## config.mk

```make
export PLATFORM = sky130hd
export DESIGN_NAME = serial_adder_ctrl_flat
export DESIGN_NICKNAME = d
export VERILOG_FILES = /design/src/rtl/serial_adder_ctrl_if.sv /design/src/rtl/serial_adder_ctrl.sv /design/src/flat_wrapper.sv
export SDC_FILE = /design/constraint.sdc
export NUM_CORES = 1
export LEC_CHECK = 0
export CAP_MARGIN = 20
export CORE_UTILIZATION = 45
export DETAILED_ROUTE_END_ITERATION = 8
export PLACE_DENSITY = 0.76
export SLEW_MARGIN = 30
export SYNTH_ARGS = -nofsm -noshare
export SYNTH_HDL_FRONTEND = slang
export SYNTH_SLANG_ARGS = --single-unit
```

## constraint.sdc

```tcl
create_clock -name clk -period 1.4 [get_ports clk]
set_input_delay 0.35 -clock clk [delete_from_list [all_inputs] [get_ports clk]]
set_output_delay 0.35 -clock clk [all_outputs]
set_load 0.05 [all_outputs]
```

## src/rtl/serial_adder_ctrl_if.sv

```systemverilog
// Operand and result handshake bundle for serial_adder_ctrl.
// The master side supplies operands and consumes results; the slave side is the sequencer.
interface serial_adder_ctrl_if #(
  parameter int WIDTH = 8
);
  logic             in_valid;
  logic             in_ready;
  logic [WIDTH-1:0] in_a;
  logic [WIDTH-1:0] in_b;
  logic             in_cin;
  logic             in_sub;
  logic             out_valid;
  logic             out_ready;
  logic [WIDTH-1:0] out_sum;
  logic             out_cout;
  logic             out_ovf;

  modport master (
    output in_valid, in_a, in_b, in_cin, in_sub, out_ready,
    input  in_ready, out_valid, out_sum, out_cout, out_ovf
  );

  modport slave (
    input  in_valid, in_a, in_b, in_cin, in_sub, out_ready,
    output in_ready, out_valid, out_sum, out_cout, out_ovf
  );
endinterface

```

## src/rtl/serial_adder_ctrl.sv

```systemverilog
// Bit-serial add/subtract sequencer: drives one external 1-bit full adder LSB first,
// one bit per clock, and returns sum, carry and signed overflow over a valid/ready handshake.
module serial_adder_ctrl #(
  parameter int WIDTH = 8
) (
  input  logic                 clk,
  input  logic                 rst,
  serial_adder_ctrl_if.slave   bus,
  output logic                 fa_a,
  output logic                 fa_b,
  output logic                 fa_cin,
  input  logic                 fa_s,
  input  logic                 fa_cout,
  output logic                 busy
);

  localparam int CNT_W = (WIDTH > 1) ? $clog2(WIDTH) : 1;
  localparam logic [CNT_W-1:0] LAST_BIT = CNT_W'(WIDTH - 1);

  typedef enum logic [1:0] {
    S_IDLE = 2'd0,
    S_RUN  = 2'd1,
    S_DONE = 2'd2
  } state_t;

  state_t           r_state;
  state_t           w_next;
  logic [CNT_W-1:0] r_cnt;
  logic [WIDTH-1:0] r_a_sh;
  logic [WIDTH-1:0] r_b_sh;
  logic [WIDTH-1:0] r_sum_sh;
  logic             r_carry;
  logic [WIDTH-1:0] r_out_sum;
  logic             r_out_cout;
  logic             r_out_ovf;

  logic             w_accept;
  logic             w_last;
  logic             w_in_ready;
  logic             w_out_valid;
  logic [WIDTH-1:0] w_sum_next;

  // Incoming sum bit enters at the MSB so after WIDTH shifts bit 0 lands at the LSB.
  generate
    if (WIDTH == 1) begin : g_sum_w1
      assign w_sum_next = fa_s;
    end else begin : g_sum_wn
      assign w_sum_next = {fa_s, r_sum_sh[WIDTH-1:1]};
    end
  endgenerate

  // NOTE: sequential state uses non-blocking (<=) so every register samples pre-edge values.
  always_ff @(posedge clk) begin
    if (rst) begin
      r_state <= S_IDLE;
    end else begin
      r_state <= w_next;
    end
  end

  // NOTE: every output of this block gets a default first, so no path can infer a latch.
  always_comb begin
    w_next      = r_state;
    w_accept    = 1'b0;
    w_last      = 1'b0;
    w_in_ready  = 1'b0;
    w_out_valid = 1'b0;
    fa_a        = 1'b0;
    fa_b        = 1'b0;
    fa_cin      = 1'b0;
    busy        = 1'b0;
    case (r_state)
      S_IDLE: begin
        w_in_ready = 1'b1;
        if (bus.in_valid) begin
          w_accept = 1'b1;
          w_next   = S_RUN;
        end
      end
      S_RUN: begin
        busy   = 1'b1;
        fa_a   = r_a_sh[0];
        fa_b   = r_b_sh[0];
        fa_cin = r_carry;
        if (r_cnt == LAST_BIT) begin
          w_last = 1'b1;
          w_next = S_DONE;
        end
      end
      S_DONE: begin
        busy        = 1'b1;
        w_out_valid = 1'b1;
        if (bus.out_ready) begin
          w_next = S_IDLE;
        end
      end
      default: begin
        w_next = S_IDLE;
      end
    endcase
  end

  always_ff @(posedge clk) begin
    if (rst) begin
      r_cnt      <= '0;
      r_a_sh     <= '0;
      r_b_sh     <= '0;
      r_sum_sh   <= '0;
      r_carry    <= 1'b0;
      r_out_sum  <= '0;
      r_out_cout <= 1'b0;
      r_out_ovf  <= 1'b0;
    end else if (w_accept) begin
      // Subtract is A + ~B + 1: invert B once here and force the initial carry.
      r_a_sh  <= bus.in_a;
      r_b_sh  <= bus.in_sub ? ~bus.in_b : bus.in_b;
      r_carry <= bus.in_sub | bus.in_cin;
      r_cnt   <= '0;
    end else if (r_state == S_RUN) begin
      r_sum_sh <= w_sum_next;
      r_a_sh   <= r_a_sh >> 1;
      r_b_sh   <= r_b_sh >> 1;
      r_carry  <= fa_cout;
      r_cnt    <= r_cnt + CNT_W'(1);
      if (w_last) begin
        // Carry into the MSB is fa_cin on this cycle; XOR with carry out flags signed overflow.
        r_out_sum  <= w_sum_next;
        r_out_cout <= fa_cout;
        r_out_ovf  <= fa_cin ^ fa_cout;
      end
    end
  end

  assign bus.in_ready  = w_in_ready;
  assign bus.out_valid = w_out_valid;
  assign bus.out_sum   = r_out_sum;
  assign bus.out_cout  = r_out_cout;
  assign bus.out_ovf   = r_out_ovf;

  a_done_hold: assert property (@(posedge clk) disable iff (rst)
    (r_state == S_DONE && !bus.out_ready) |=> (r_state == S_DONE && $stable(r_out_sum)));

  a_no_overlap: assert property (@(posedge clk) disable iff (rst)
    (r_state != S_IDLE) |-> !w_in_ready);

endmodule
```

## src/flat_wrapper.sv

```systemverilog
// flat-port wrapper written by rule: the top's interface ports become plain ports
module serial_adder_ctrl_flat 
#(
  parameter int WIDTH = 8
)
  (clk, rst, fa_a, fa_b, fa_cin, fa_s, fa_cout, busy, bus_in_valid, bus_in_a, bus_in_b, bus_in_cin, bus_in_sub, bus_out_ready, bus_in_ready, bus_out_valid, bus_out_sum, bus_out_cout, bus_out_ovf);
  serial_adder_ctrl_if #(.WIDTH(WIDTH)) bus_i ();
  input  logic clk;
  input  logic rst;
  output logic fa_a;
  output logic fa_b;
  output logic fa_cin;
  input  logic fa_s;
  input  logic fa_cout;
  output logic busy;
  input wire logic [$bits(bus_i.in_valid)-1:0] bus_in_valid;
  input wire logic [$bits(bus_i.in_a)-1:0] bus_in_a;
  input wire logic [$bits(bus_i.in_b)-1:0] bus_in_b;
  input wire logic [$bits(bus_i.in_cin)-1:0] bus_in_cin;
  input wire logic [$bits(bus_i.in_sub)-1:0] bus_in_sub;
  input wire logic [$bits(bus_i.out_ready)-1:0] bus_out_ready;
  output wire logic [$bits(bus_i.in_ready)-1:0] bus_in_ready;
  output wire logic [$bits(bus_i.out_valid)-1:0] bus_out_valid;
  output wire logic [$bits(bus_i.out_sum)-1:0] bus_out_sum;
  output wire logic [$bits(bus_i.out_cout)-1:0] bus_out_cout;
  output wire logic [$bits(bus_i.out_ovf)-1:0] bus_out_ovf;
  assign bus_i.in_valid = bus_in_valid;
  assign bus_i.in_a = bus_in_a;
  assign bus_i.in_b = bus_in_b;
  assign bus_i.in_cin = bus_in_cin;
  assign bus_i.in_sub = bus_in_sub;
  assign bus_i.out_ready = bus_out_ready;
  assign bus_in_ready = bus_i.in_ready;
  assign bus_out_valid = bus_i.out_valid;
  assign bus_out_sum = bus_i.out_sum;
  assign bus_out_cout = bus_i.out_cout;
  assign bus_out_ovf = bus_i.out_ovf;
  serial_adder_ctrl #(.WIDTH(WIDTH)) u_core (.clk(clk), .rst(rst), .bus(bus_i), .fa_a(fa_a), .fa_b(fa_b), .fa_cin(fa_cin), .fa_s(fa_s), .fa_cout(fa_cout), .busy(busy));
endmodule
```

-- Word-level counts from Yosys, hierarchy flattened
Cells that the tools add are included.
- add/sub/neg operators: 1
- eq/ne operators: 6
- mux-type cells: 21
- bitwise logic cells: 4
- reductions and logical operators: 7
- operators with widths (cell ; number):
    $mux 8 ; 5
    $mux 1 ; 12
    $not 8->8 ; 1
    $mux 2 ; 3
    $pmux 2 s3 ; 1
    $reduce_and 3->1 ; 2
    $ne 2x2->1 const B ; 2
    $reduce_or 2->1 ; 2
    $add 3x1->3 const B ; 1
    $eq 3x3->1 const B ; 1
    $eq 2x1->1 const B ; 1
    $eq 2x2->1 const B ; 1
    $logic_not 2->1 ; 1
    $ne 2x1->1 const B ; 1
    $reduce_and 2->1 ; 1
    $reduce_bool 2->1 ; 1
    $not 1->1 ; 1
    $or 1x1->1 ; 1
    $xor 1x1->1 ; 1
- register bits: 40
- bits of input ports: 24
- logic and storage cells: 48

-- Longest topological paths before layout
- depth in word-level cells: 4
- mapped depth: 7
- depth with buffers taken out: 5

-- Least setup slack after synthesis
OpenSTA, ideal clock, no wires.
- path kind: flip-flop to flip-flop
- from: register u_core.r_state[0]
- to: register u_core.r_state[0]
- data arrival time: 1.576 ns
- path slack: -0.248 ns
- stages on the path, launching flop included: 5
- buffers on the path: 0
- period minus slack after synthesis: 1.648 ns
- path through: dfxtp_1 -> inv_1 -> ha_1 -> a222oi_1 -> mux2i_1
- longest elaborated chain between the ends: 3
- ends and longest elaborated chain (element ; line ; text):
    from (decl) ; serial_adder_ctrl.sv:26 ; state_t r_state;
    from (signal assigned) ; serial_adder_ctrl.sv:57 ; r_state <= w_next;
    $eq 2x1->1, or another cell as far along ; serial_adder_ctrl.sv:72 ; case (r_state)
    $ne 2x1->1 (no source line) / $ne 2x2->1 (equally long branches) ; - ;
    $reduce_and 3->1 (no source line) ; - ;
Parallel ways exist; a longest one is shown, timed or not.
A chain may end at the register's enable or synchronous reset.

-- Worst setup path in the final report
- from: register u_core.r_state[1]
- to: output fa_cin
- longest elaborated chain between the ends: 2
- ends and longest elaborated chain (element ; line ; text):
    $eq 2x1->1 ; serial_adder_ctrl.sv:72 ;
    $mux 1 ; serial_adder_ctrl.sv:72 ;
    to (decl) ; flat_wrapper.sv:12 ; output logic fa_cin;
No other way between the ends.

==> impl_metrics.json <==
{
  "drc": 0,
  "critPathKind": "reg2out",
  "clkTransAtPathRegs_ns": 0.07,
  "die_area_um2": 4210,
  "drive_gt1_frac": 0.255,
  "grt_pass1_wl_mm": 5.93,
  "regArea_um2": 788,
  "grt_antenna_before_repair": 0,
  "ys_seq_area_frac": 0.439,
  "ff2ff_path_depth": 6,
  "drv_cap": 0,
  "pre_cts_ws_ns": -0.243,
  "drtPass1Iterations": 5,
  "vias": 1431,
  "skew_ns": 0.00271,
  "die_h_um": 64.9,
  "syn2layout_area_growth_pct": 47.9,
  "yosysTopAreaCell": "dfxtp_1",
  "syn-cell-area_um2": 1780,
  "cpMaxStageDelayCell": "dfxtp_2",
  "drtAntennaViolNets": 0,
  "synth_nets": 218,
  "ioPinCount": 40,
  "dp_hpwl_mm": 2.37,
  "wl_mm": 3.55,
  "ys_top_cells_by_area": "dfxtp_1, mux2i_1, a211oi_1, ha_1, nor2_1",
  "root_buffer": "clkbuf_8",
  "start_kind": "register",
  "layout_setup_ws_ns": -0.132,
  "grt_usage": 0.184,
  "mostFrequentLayoutCell": "dfxtp_1",
  "syn_area_per_cell_um2": 9.51,
  "power_leakage_uw": 0.000997,
  "wl_per_cell_um": 12.6,
  "port_buffers": 39,
  "hold_path_depth": 2,
  "endpoint_kind": "primary output",
  "syn_inst": 187,
  "cts_buffer_depth": 2,
  "die_w_um": 64.9,
  "status": "finished, violations left",
  "synth-seq-cells": 39,
  "path_cells": "inv_4 -> ha_4 -> and2_4 -> buf_12",
  "crit_fanout": 7,
  "viasPerCell": 5.06,
  "finalSetupTns_ns": -0.464,
  "multi_input_comb_area_um2": 965,
  "antenna_cells": 0,
  "drtIter0Drc": 93,
  "core_um2": 3720,
  "place_congestion": 0.692,
  "tritoncts": "yes",
  "grt_start_max_net_pins": 38,
  "tightest_slew_ns": 0.267,
  "fmax_mhz": 653,
  "clkLatencyLatePin_ns": 0.28,
  "maxSlewViolCount": 0,
  "hold_class": "reg2reg",
  "cts_hold_buf": 0,
  "final_cell_mix": "dfxtp_1, mux2i_1, clkdlybuf4s50_1",
  "num_rows": 22,
  "period_share": 1.09,
  "nFillCells": 293,
  "violations": "negative setup slack",
  "synth_cell_type_count": 23,
  "fin_nets": 266,
  "irDropWorstVdd_mv": 1.32,
  "cts_buffers": 5,
  "critical_path.max_stage_delay_ns": 0.34,
  "crit_arrival_ns": 1.18,
  "cp.required_ns": 1.05,
  "initial_utilization": 0.478,
  "hold_viol_final": 0,
  "clock_sinks": 39,
  "rsz0062_at_grt": "yes",
  "grt_pass1_vias": 1319,
  "h-tree-depth": 2,
  "fin_crit_ns": 1.53,
  "final-setup-viol-count": 5,
  "grt_overflow": 0,
  "p_per_area_nw_per_um2": 1510,
  "max_slew_margin": 0.822,
  "ys_warn_count": 0,
  "synth_top_area_frac": 0.439
}
-- worst max-delay path, delay by kind of cell (launching register included) --
family                   cells  cell delay [ns]
flip-flops                   1             0.34
buffers and inverters        2             0.21
adder cells (fa/ha/maj)      1             0.18
AND/OR/NAND/NOR              1             0.17
-- synthesized netlist by cell type --
library cell and instances:
ha_1 7, xor2_1 8, nand2_1 21, buf_4 2, nor2_1 22, a21oi_1 11, and2_1 3, xnor2_1 2
buf_6 3, buf_2 5, a222oi_1 1, or2b_2 3, and3_1 1, nand3b_1 2, mux2i_1 26, dfxtp_1 39
and2_2 1, inv_1 5, buf_1 3, nand3_2 1, a211oi_1 16, or2b_1 1, nor3_1 4
-- logic make-up (layout without fill, tap and decap cells) --
group                    after synthesis  in the layout  synth area share
AND/OR/NAND/NOR                       59             59             0.153
flip-flops                            39             39             0.439
AO/OA/AOI/OAI                         28             28             0.104
multiplexers                          26             26             0.146
buffers and inverters                 18             66            0.0584
XOR/XNOR                              10             10            0.0493
adder cells (fa/ha/maj)                7              7            0.0493
-- final timing paths --
kind	startpoint	end	slack [ns]
max	u_core.r_state[1]	fa_cin	-0.13
min	u_core.r_sum_sh[1]	u_core.bus.out_sum[0]	0.47
max reg2reg	u_core.r_state[1]	u_core.r_state[0]	0.01
min reg2reg	u_core.r_sum_sh[1]	u_core.bus.out_sum[0]	0.47
-- routing by layer --
metal	global-route usage	vias up	routed length (um)
met3	0.0528	4	206
li1	-	726	-
met4	0.0583	0	34
met2	0.310	33	1640
met1	0.224	668	1670
met5	0	-	0
-- through the flow --
stage	hold WS, ns	cell area (um2)	utilization	total power [uW]	cells
floorplan	0.431	1830	-	2640	187
global placement	0.446	2460	0.663	3120	271
detailed placement	0.450	2460	0.663	3150	271
CTS	0.467	2620	0.704	3970	283
global route	0.482	2630	0.707	4200	283
finish	0.466	2630	0.707	3970	283
-- registers in the layout, summed over array words and instances (netlist names) --
register / flops
u_core.r_b_sh: 8
u_core.r_state: 2
u_core.r_a_sh: 8
u_core.r_carry: 1
u_core.bus.out_cout: 1
u_core.bus.out_sum: 8
u_core.r_sum_sh: 7
u_core.r_cnt: 3
u_core.bus.out_ovf: 1
-- cell type report --
type | instances | share of cell area
multi-input cells | 130 | 0.367
flip-flops and latches | 39 | 0.300
repair buffers | 54 | 0.268
clock buffers | 6 | 0.0314
well taps | 48 | 0.0228
inverters | 5 | 0.00904
clock inverters | 1 | 0.00190
-- repair_timing --
action	CTS	global route
resized for setup	9	3
setup endpoints to repair	18	21
buffers inserted	5	1
pin swaps	4	1
-- where the power goes --
part           internal, uW  switching [uW]  total [uW]  leakage, uW
clock network           386             354         740    0.0000470
registers              1310             129        1440     0.000321
logic                   950             841        1790     0.000630
(Power assumes the default switching activity.)
